<file path="src/rtl/gelato_pkg.sv">
`default_nettype none
// ============================================================================
//  Module   : gelato_pkg
//  Purpose  : Shared types and default sizes for the Gelato frontend PC table
//             and fetch scheduler.
//  Contents : warp_state_t  per-warp lifecycle state (IDLE/READY/WAIT)
//             NUM_WARPS_DEF, PC_WIDTH_DEF  default table geometry
//             wid_t, pc_t   warp-id / PC types at the default geometry
//  Revision : 1.0  initial release
// ============================================================================
package gelato_pkg;

  localparam int NUM_WARPS_DEF = 8;
  localparam int PC_WIDTH_DEF  = 32;

  // IDLE  : slot free, may be launched
  // READY : PC valid, eligible for fetch arbitration
  // WAIT  : PC handed to ifetch, waiting for the back end's next-PC update
  typedef enum logic [1:0] {
    IDLE  = 2'd0,
    READY = 2'd1,
    WAIT  = 2'd2
  } warp_state_t;

  typedef logic [$clog2(NUM_WARPS_DEF)-1:0] wid_t;
  typedef logic [PC_WIDTH_DEF-1:0]          pc_t;

endpackage
`default_nettype wire

</file>
<file path="src/rtl/gelato_rr_arbiter.sv">
`default_nettype none
// ============================================================================
//  Module   : gelato_rr_arbiter
//  Purpose  : Combinational round-robin pick. Searches the request mask
//             starting at last_grant+1 and wrapping; the first set bit wins.
//  Ports    : req        [NUM_REQ]    request mask
//             last_grant [IDX_WIDTH]  index granted most recently
//             grant      [IDX_WIDTH]  winning index (0 when nothing requests)
//             any_grant               at least one request present
//  Revision : 1.0  initial release
// ============================================================================
module gelato_rr_arbiter #(
  parameter int NUM_REQ   = 8,
  parameter int IDX_WIDTH = $clog2(NUM_REQ)
) (
  input  logic [NUM_REQ-1:0]   req,
  input  logic [IDX_WIDTH-1:0] last_grant,
  output logic [IDX_WIDTH-1:0] grant,
  output logic                 any_grant
);

  logic [IDX_WIDTH-1:0] w_idx;

  // NUM_REQ is a power of two, so the index addition wraps naturally.
  // Offset NUM_REQ lands back on last_grant, giving it lowest priority.
  always_comb begin
    grant     = '0;
    any_grant = 1'b0;
    w_idx     = '0;
    for (int i = 1; i <= NUM_REQ; i++) begin
      w_idx = last_grant + IDX_WIDTH'(i);
      if (!any_grant && req[w_idx]) begin
        grant     = w_idx;
        any_grant = 1'b1;
      end
    end
  end

endmodule
`default_nettype wire

</file>
<file path="src/rtl/gelato_warp_pc_sched.sv">
`default_nettype none
// ============================================================================
//  Module   : gelato_warp_pc_sched
//  Purpose  : Per-warp PC table with round-robin fetch scheduling. Accepts
//             warp launches and next-PC updates, offers one READY warp's PC
//             per cycle to instruction fetch over valid/ready (master side of
//             the PC-table-to-ifetch link; ifetch_* are the master modport
//             signals of gelato_pctable_ifetch_if).
//  Ports    : clk, rst (sync, active-high), rdy (global issue enable)
//             launch_valid/launch_wid/launch_pc, launch_ready (slot IDLE)
//             upd_valid/upd_wid/upd_pc/upd_exit  next-PC return path
//             ifetch_valid/ifetch_ready/ifetch_wid/ifetch_pc  fetch offer
//             active_mask (bit i = warp i not IDLE), err (sticky)
//  Config   : GELATO_PCTABLE_ERR_EN  when defined, err latches on ignored
//             updates and on launches to busy slots; otherwise err is 0.
//  Revision : 1.0  initial release
// ============================================================================
module gelato_warp_pc_sched
  import gelato_pkg::*;
#(
  parameter int NUM_WARPS = NUM_WARPS_DEF,
  parameter int PC_WIDTH  = PC_WIDTH_DEF,
  parameter int WID_WIDTH = $clog2(NUM_WARPS)
) (
  input  logic                 clk,
  input  logic                 rst,
  input  logic                 rdy,
  input  logic                 launch_valid,
  input  logic [WID_WIDTH-1:0] launch_wid,
  input  logic [PC_WIDTH-1:0]  launch_pc,
  output logic                 launch_ready,
  input  logic                 upd_valid,
  input  logic [WID_WIDTH-1:0] upd_wid,
  input  logic [PC_WIDTH-1:0]  upd_pc,
  input  logic                 upd_exit,
  output logic                 ifetch_valid,
  input  logic                 ifetch_ready,
  output logic [WID_WIDTH-1:0] ifetch_wid,
  output logic [PC_WIDTH-1:0]  ifetch_pc,
  output logic [NUM_WARPS-1:0] active_mask,
  output logic                 err
);

  localparam logic [WID_WIDTH-1:0] c_last_grant_init = WID_WIDTH'(NUM_WARPS - 1);

  warp_state_t          r_state [NUM_WARPS];
  logic [PC_WIDTH-1:0]  r_pc    [NUM_WARPS];
  logic [WID_WIDTH-1:0] r_last_grant;
  logic                 r_lock;
  logic [WID_WIDTH-1:0] r_lock_wid;

  logic [NUM_WARPS-1:0] w_req;
  logic [WID_WIDTH-1:0] w_arb_grant;
  logic                 w_arb_any;
  logic [WID_WIDTH-1:0] w_wid;
  logic                 w_valid;
  logic                 w_hs;
  logic                 w_launch_acc;
  logic                 w_upd_acc;

  for (genvar gi = 0; gi < NUM_WARPS; gi++) begin : g_slot
    assign w_req[gi]       = (r_state[gi] == READY);
    assign active_mask[gi] = (r_state[gi] != IDLE);
  end

  gelato_rr_arbiter #(
    .NUM_REQ   (NUM_WARPS),
    .IDX_WIDTH (WID_WIDTH)
  ) u_arb (
    .req        (w_req),
    .last_grant (r_last_grant),
    .grant      (w_arb_grant),
    .any_grant  (w_arb_any)
  );

  // A locked warp stays READY until its handshake, and a READY warp's PC
  // cannot change (launch needs IDLE, update needs WAIT), so holding the
  // warp id alone keeps both ifetch_wid and ifetch_pc stable.
  assign w_wid        = r_lock ? r_lock_wid : w_arb_grant;
  assign w_valid      = rdy && (r_lock || w_arb_any);
  assign w_hs         = w_valid && ifetch_ready;

  assign ifetch_valid = w_valid;
  assign ifetch_wid   = w_wid;
  assign ifetch_pc    = r_pc[w_wid];

  assign launch_ready = (r_state[launch_wid] == IDLE);
  assign w_launch_acc = launch_valid && launch_ready;
  // An update for the warp being handshaked this cycle sees READY, not WAIT,
  // so it is ignored by this same check.
  assign w_upd_acc    = upd_valid && (r_state[upd_wid] == WAIT);

  // Launch, update and handshake each require a different current state,
  // so at most one of them can touch any given slot in a cycle.
  always_ff @(posedge clk) begin
    if (rst) begin
      for (int i = 0; i < NUM_WARPS; i++) begin
        r_state[i] <= IDLE;
        r_pc[i]    <= '0;
      end
      r_last_grant <= c_last_grant_init;
      r_lock       <= 1'b0;
      r_lock_wid   <= '0;
    end else begin
      if (w_launch_acc) begin
        r_state[launch_wid] <= READY;
        r_pc[launch_wid]    <= launch_pc;
      end
      if (w_upd_acc) begin
        if (upd_exit) begin
          r_state[upd_wid] <= IDLE;
        end else begin
          r_state[upd_wid] <= READY;
          r_pc[upd_wid]    <= upd_pc;
        end
      end
      if (w_hs) begin
        r_state[w_wid] <= WAIT;
        r_last_grant   <= w_wid;
      end
      // With rdy low nothing is offered, so the lock is simply held.
      if (rdy) begin
        r_lock <= w_valid && !ifetch_ready;
        if (w_valid) begin
          r_lock_wid <= w_wid;
        end
      end
    end
  end

`ifdef GELATO_PCTABLE_ERR_EN
  logic r_err;

  always_ff @(posedge clk) begin
    if (rst) begin
      r_err <= 1'b0;
    end else if ((launch_valid && !launch_ready) || (upd_valid && !w_upd_acc)) begin
      r_err <= 1'b1;
    end
  end

  assign err = r_err;
`else
  assign err = 1'b0;
`endif

endmodule
`default_nettype wire

</file>
<file path="config.mk">
export PLATFORM = sky130hd
export DESIGN_NAME = gelato_warp_pc_sched
export DESIGN_NICKNAME = d
export VERILOG_FILES = /design/src/rtl/gelato_pkg.sv /design/src/rtl/gelato_rr_arbiter.sv /design/src/rtl/gelato_warp_pc_sched.sv
export SDC_FILE = /design/constraint.sdc
export NUM_CORES = 1
export LEC_CHECK = 0
export ABC_AREA = 0
export CAP_MARGIN = 20
export CELL_PAD_IN_SITES_DETAIL_PLACEMENT = 0
export CELL_PAD_IN_SITES_GLOBAL_PLACEMENT = 1
export CORE_ASPECT_RATIO = 0.8
export CORE_MARGIN = 2
export CORE_UTILIZATION = 35
export CTS_BUF_LIST = sky130_fd_sc_hd__clkbuf_8
export DETAILED_ROUTE_END_ITERATION = 10
export GPL_ROUTABILITY_DRIVEN = 0
export PLACE_DENSITY_LB_ADDON = 0.1
export SYNTH_ARGS = -nofsm -noshare
export SYNTH_HDL_FRONTEND = slang
export SYNTH_SLANG_ARGS = --single-unit
</file>
<file path="constraint.sdc">
create_clock -name clk -period 11.3 [get_ports clk]
set_input_delay 1.13 -clock clk [delete_from_list [all_inputs] [get_ports clk]]
set_output_delay 1.13 -clock clk [all_outputs]
set_load 0.02 [all_outputs]
</file>
Yosys cells after proc, flatten, opt, wreduce, memory -nomap -nowiden:

Memories as Yosys holds them, arrays and structs flattened.
Index checks and enable logic that the tools add are counted.

* register bits: 7
* bits in writable memories: 272
* input port bits: 77
* output and inout bits: 46
* memories: 2

* add/subtract/negate cells: 7
* order comparisons: 8
* eq/ne operators: 9
* mux-type cells: 65
* bitwise operators: 1
* reductions and logical operators: 36

Memory list
* r_pc: depth 8, bits a word 32, read ports 1, clocked after Yosys merged registers in 0, wr ports 8, RTL line gelato_warp_pc_sched.sv:47 `logic [PC_WIDTH-1:0] r_pc [NUM_WARPS];`
* r_state: depth 8, bits a word 2, read ports 10, clocked after Yosys merged registers in 0, wr ports 8, RTL line gelato_warp_pc_sched.sv:46 `warp_state_t r_state [NUM_WARPS];`

Operators with widths (count)
* 32-bit 2-to-1 mux: 2
* 32-bit OR reduction: 2
* 3-bit 2-to-1 mux: 14
* 1-bit 2-to-1 mux: 37
* 3-bit by 4-bit less-than comparator with 1-bit output (second input constant): 8
* 1-bit binary-select mux with 3-bit select: 8
* 2-bit by 1-bit == test with 1-bit output (second input constant): 8
* 2-bit nonzero test: 8
* 3-bit adder (second input constant): 4
* 1-bit logical AND: 12
* 1-bit logical NOT: 8
* 2-bit 2-to-1 mux: 4
* 3-bit by 2-bit adder with 3-bit output (second input constant): 2
* 2-bit OR reduction: 3
* 3-bit by 1-bit adder with 3-bit output (second input constant): 1
* 2-bit == test (second input constant): 1
* 2-bit logical NOT: 1
* 2-bit AND reduction: 1
* 1-bit logical OR: 1
* 1-bit OR: 1

Logic depth before layout (Yosys ltp):

An unclocked memory read counts as a cell.

* depth after elaboration: 34
* depth in mapped cells: 16
* depth with buffers taken out: 11

By module:

A second synthesis with hierarchy kept.

* cells, all modules: 1364
* area total of the unflattened synthesis: 15334.7 µm²

By module, submodules not included
* gelato_warp_pc_sched: instances 1, cells each 1259, area each 14381.3 µm²
* gelato_rr_arbiter: instances 1, cells each 105, area each 953.4 µm²

Least setup slack after synthesis:

No wires, ideal clock.

* path type: input -> register
* from: input port upd_wid[2]
* to: memory r_pc[6][0] in the netlist's numbering, enable pin
* setup time: 0.466 ns
* arrival time: 4.901 ns
* required time: 10.834 ns
* slack: 5.933 ns
* stages on the path: 8
* path buffers: 2
* cell sequence: clkbuf_1 -> mux2i_1 -> o21ai_0 -> a221oi_1 -> o21ai_0 -> or3_1 -> clkbuf_1 -> o21ai_0

RTL lines
* start, declared: RTL line gelato_warp_pc_sched.sv:33 `input logic [WID_WIDTH-1:0] upd_wid,`
* end, declared: RTL line gelato_warp_pc_sched.sv:47

Final worst setup path:

* from: register r_last_grant[1]
* to: output port ifetch_pc[18]

* cells in the longest elaborated chain, start to end: 27
* elaborated cells between the ends (all ways): 54
* classes of those cells: add/sub: 7; mux: 32; reduce/logical: 14; memory: 1

RTL lines
* start, declared: RTL line gelato_warp_pc_sched.sv:48 `logic [WID_WIDTH-1:0] r_last_grant;`
* start signal, assigned: RTL line gelato_warp_pc_sched.sv:101 `r_last_grant <= c_last_grant_init;`
* start signal, assigned: RTL line gelato_warp_pc_sched.sv:119 `r_last_grant <= w_wid;`
* 3-bit by 1-bit adder with 3-bit output: RTL line gelato_rr_arbiter.sv:31 `w_idx = last_grant + IDX_WIDTH'(i);`
* 1-bit binary-select mux with 3-bit select: RTL line gelato_rr_arbiter.sv:32 `if (!any_grant && req[w_idx]) begin`
* 1-bit 2-to-1 mux (implied by the code): RTL line gelato_rr_arbiter.sv:32
* 1-bit 2-to-1 mux: RTL line gelato_rr_arbiter.sv:32
* 1-bit logical NOT: RTL line gelato_rr_arbiter.sv:32
* 1-bit logical AND: RTL line gelato_rr_arbiter.sv:32
* 1-bit 2-to-1 mux: RTL line gelato_rr_arbiter.sv:32
* 1-bit logical NOT: RTL line gelato_rr_arbiter.sv:32
* [11 not listed]
* 1-bit logical NOT: RTL line gelato_rr_arbiter.sv:32
* 1-bit logical AND: RTL line gelato_rr_arbiter.sv:32
* 1-bit 2-to-1 mux: RTL line gelato_rr_arbiter.sv:32
* 1-bit logical NOT: RTL line gelato_rr_arbiter.sv:32
* 1-bit logical AND: RTL line gelato_rr_arbiter.sv:32
* 3-bit 2-to-1 mux (*): RTL line gelato_rr_arbiter.sv:32
* 3-bit 2-to-1 mux (*): RTL line gelato_warp_pc_sched.sv:79 `assign w_wid = r_lock ? r_lock_wid : w_arb_grant;`
* memory read 8 x 32 bit (*)
* end, declared: RTL line gelato_warp_pc_sched.sv:39 `output logic [PC_WIDTH-1:0] ifetch_pc,`

Every way passes the cells marked *; elsewhere a longest branch is shown, timed or not. The select of a mux whose other input is x is not followed.

==> flow_summary.json <==
{
  "cts_buffers": 50,
  "gr-total-overflow": 0,
  "dr.pass1.iters": 5,
  "hp-class": "register to register",
  "synth_seq_cells": 279,
  "path_max_fanout": 134,
  "area_growth_pct": 15.8,
  "synth_top_cell_area_share": 0.495,
  "vias": 10684,
  "combinationalPowerShare": 0.318,
  "grt_start_max_net_pins": 135,
  "ant_nets": 0,
  "yosys-top-cells-area": "edfxtp_1, a22o_1, mux2i_1, dfxtp_1, mux2_2",
  "r2r-start": "r_last_grant[1]$_SDFFE_PP1P_",
  "crit_end": "ifetch_pc[18]",
  "final_cell_mix": "a22o_1, edfxtp_1, mux2i_1",
  "startpoint_type": "register",
  "status": "completed",
  "cts-hold-fix-buffers": 0,
  "hold_viol": 0,
  "grt_pass1_wl_um": 72500,
  "h-tree-depth": 2,
  "cap_violations": 0,
  "post_cts_buffers": 0,
  "ctsRootBufferMaster": "clkbuf_8",
  "yosysUniqueCellTypes": 69,
  "worst_slew_pin_slew_ns": 1.08,
  "post_cts_resize_count": 0,
  "cts.sinks": 279,
  "cts_tree": "built",
  "finalSetupTns_ns": 0,
  "cts_buffer_depth": 3,
  "hold_slack_ns": 0.495,
  "p_per_area_nw_per_um2": 170,
  "drt_iter0_drc": 891,
  "core-area_um2": 44100,
  "final_common_cell": "a22o_1",
  "die_h_um": 192,
  "drc": 0,
  "power_frac_seq": 0.390,
  "async_flop_share": 0,
  "dp.cells": 1792,
  "ios": 123,
  "clk_pin_slew_worst_paths_ns": 0.06,
  "synth_top_cell_by_area": "edfxtp_1",
  "worstPathRequired_ns": 10.17,
  "sw_frac_of_total": 0.322,
  "layout-drive-gt1-share": 0.147,
  "yosysSeqAreaShare": 0.525,
  "skew_ns": 0.0307,
  "max_freq_mhz": 136,
  "first_global_vias": 10558,
  "crit_start": "r_last_grant[1]$_SDFFE_PP1P_",
  "rrSetupSlack_ns": 6.30,
  "final_core_util": 0.408,
  "syn_inst": 1198,
  "rsz0062_at_grt": "no",
  "dieArea_um2": 46100,
  "critical_path_class": "register to output pin",
  "vias_per_cell": 5.67,
  "finalCriticalPeriod_ns": 7.37,
  "relSlewSlack": 0.277,
  "pwr-share-clk": 0.292,
  "p_switching_uw": 982,
  "slew_viol_final": 0,
  "rows": 69,
  "power.internal_mw": 2.07,
  "synth-edff-count": 256,
  "irDropWorstVdd_uv": 88.0,
  "stdcell_count": 1883,
  "clk_latency_ns": 0.61,
  "grtUsageTotal": 0.215,
  "numPortBuffers": 121,
  "synth_warnings": 0,
  "post_drt_wl_per_cell_um": 26.6,
  "timing.final.ws_setup_ns": 3.93,
  "antenna_found_initial": 3,
  "nNetsFinal": 1320,
  "synthFlopType": "edfxtp_1",
  "p_leak_nw": 6.47,
  "post-dp-hpwl_um": 26000,
  "critPathCaptureType": "output pin",
  "arrival_ns": 6.24,
  "wl_um": 50000,
  "rr_endpoint": "r_state[1][0]$_SDFFE_PP0P_",
  "avgSynthCellArea_um2": 13.0,
  "period_share": 0.652,
  "min_delay_path_depth": 2,
  "post-place-ws_ns": 4.64,
  "syn-num-nets": 1277,
  "synth.cell_area_um2": 15500,
  "worstRegToRegCells": 10,
  "start_util": 0.352,
  "final-setup-viol-count": 0,
  "fp.dieW_um": 240
}
==> stage by stage <==
step	cell area, um^2	power (mW)
after floorplan	15500	1.91
after global placement	17100	2.19
after detailed placement	17100	2.19
after CTS	18000	3.09
after global routing	18000	3.19
final	18000	3.05
==> logic make-up (layout without fill, tap and decap cells) <==
| kind of cell | count (synthesis) | count (layout) | share of synthesized area |
|---|---|---|---|
| AO/OA/AOI/OAI | 336 | 336 | 0.183 |
| flip-flops | 279 | 279 | 0.525 |
| multiplexers | 266 | 266 | 0.186 |
| buffers and inverters | 175 | 254 | 0.0553 |
| AND/OR/NAND/NOR | 136 | 136 | 0.0476 |
| XOR/XNOR | 3 | 3 | 0.00218 |
| adder cells (fa/ha/maj) | 2 | 2 | 0.00161 |
| other | 1 | 4 | 0.000241 |
==> cell usage after synthesis (all sizes together), types with 3 or more instances <==
master  number
nor3         9
mux2        38
o32ai        4
buf         88
mux4        14
o22a         5
o32a         3
dfxtp       23
a22o       257
a21oi       10
mux2i      214
o21ai       16
clkbuf      72
nand2b      21
or3         10
o211ai       4
or2         12
a22oi        5
nor2        39
a211oi       4
nor2b       15
a21o         3
inv         14
edfxtp     256
nand2       13
==> cell type report <==
class	count	area [um^2]
inverter	15	58.8
multi-input combinational	744	6660
tap	603	754
fill	4115	26100
timing repair buffer	151	1450
sequential	279	8150
clock buffer	54	743
clock inverter	34	171
antenna	3	7.51
==> registers in the layout, indices dropped and copies added, names as in the netlist <==
register      cells
r_pc            256
r_state          16
r_lock_wid        3
r_lock            1
r_last_grant      3
==> worst min path at each step <==
stage                               startpoint                    endpoint  slack (ns)
floorplan           r_lock_wid[0]$_SDFFE_PP0P_  r_lock_wid[0]$_SDFFE_PP0P_        0.45
global placement    r_lock_wid[0]$_SDFFE_PP0P_  r_lock_wid[0]$_SDFFE_PP0P_        0.47
detailed placement  r_lock_wid[0]$_SDFFE_PP0P_  r_lock_wid[0]$_SDFFE_PP0P_        0.48
CTS                 r_lock_wid[0]$_SDFFE_PP0P_  r_lock_wid[0]$_SDFFE_PP0P_        0.50
global route        r_lock_wid[1]$_SDFFE_PP0P_  r_lock_wid[1]$_SDFFE_PP0P_        0.55
finish              r_lock_wid[0]$_SDFFE_PP0P_  r_lock_wid[0]$_SDFFE_PP0P_        0.49
==> power groups by stage <==
| stage | registers, mW | logic, mW | clock network (mW) |
|---|---|---|---|
| 2_1_floorplan | 1.21 | 0.709 | 0 |
| 3_3_place_gp | 1.21 | 0.978 | 0 |
| 5_1_grt | 1.20 | 1.03 | 0.959 |
| 3_5_place_dp | 1.21 | 0.978 | 0 |
| 6_report | 1.19 | 0.969 | 0.892 |
| 4_1_cts | 1.19 | 0.982 | 0.916 |
==> metal layers <==
| metal | up-vias | track usage | routed length (um) |
|---|---|---|---|
| met4 | 2 | 0.0445 | 780 |
| met1 | 5487 | 0.325 | 25200 |
| li1 | 4818 | - | - |
| met5 | - | 0 | 11 |
| met2 | 305 | 0.322 | 21300 |
| met3 | 72 | 0.0383 | 2760 |
==> worst max-delay path, cell delays in order, from the launching register on <==
cell and delay [ns]:
dfxtp_1 0.60, inv_1 0.25, ha_1 0.58, inv_1 0.21, mux4_2 0.38, mux2_2 0.35, or2_2 0.29, a211o_1 0.26
a222oi_1 0.41, buf_12 0.72, mux2i_1 0.42, mux2i_1 0.13, mux2_2 0.30, clkdlybuf4s50_1 0.54
Power figures use the tool's default switching activity.
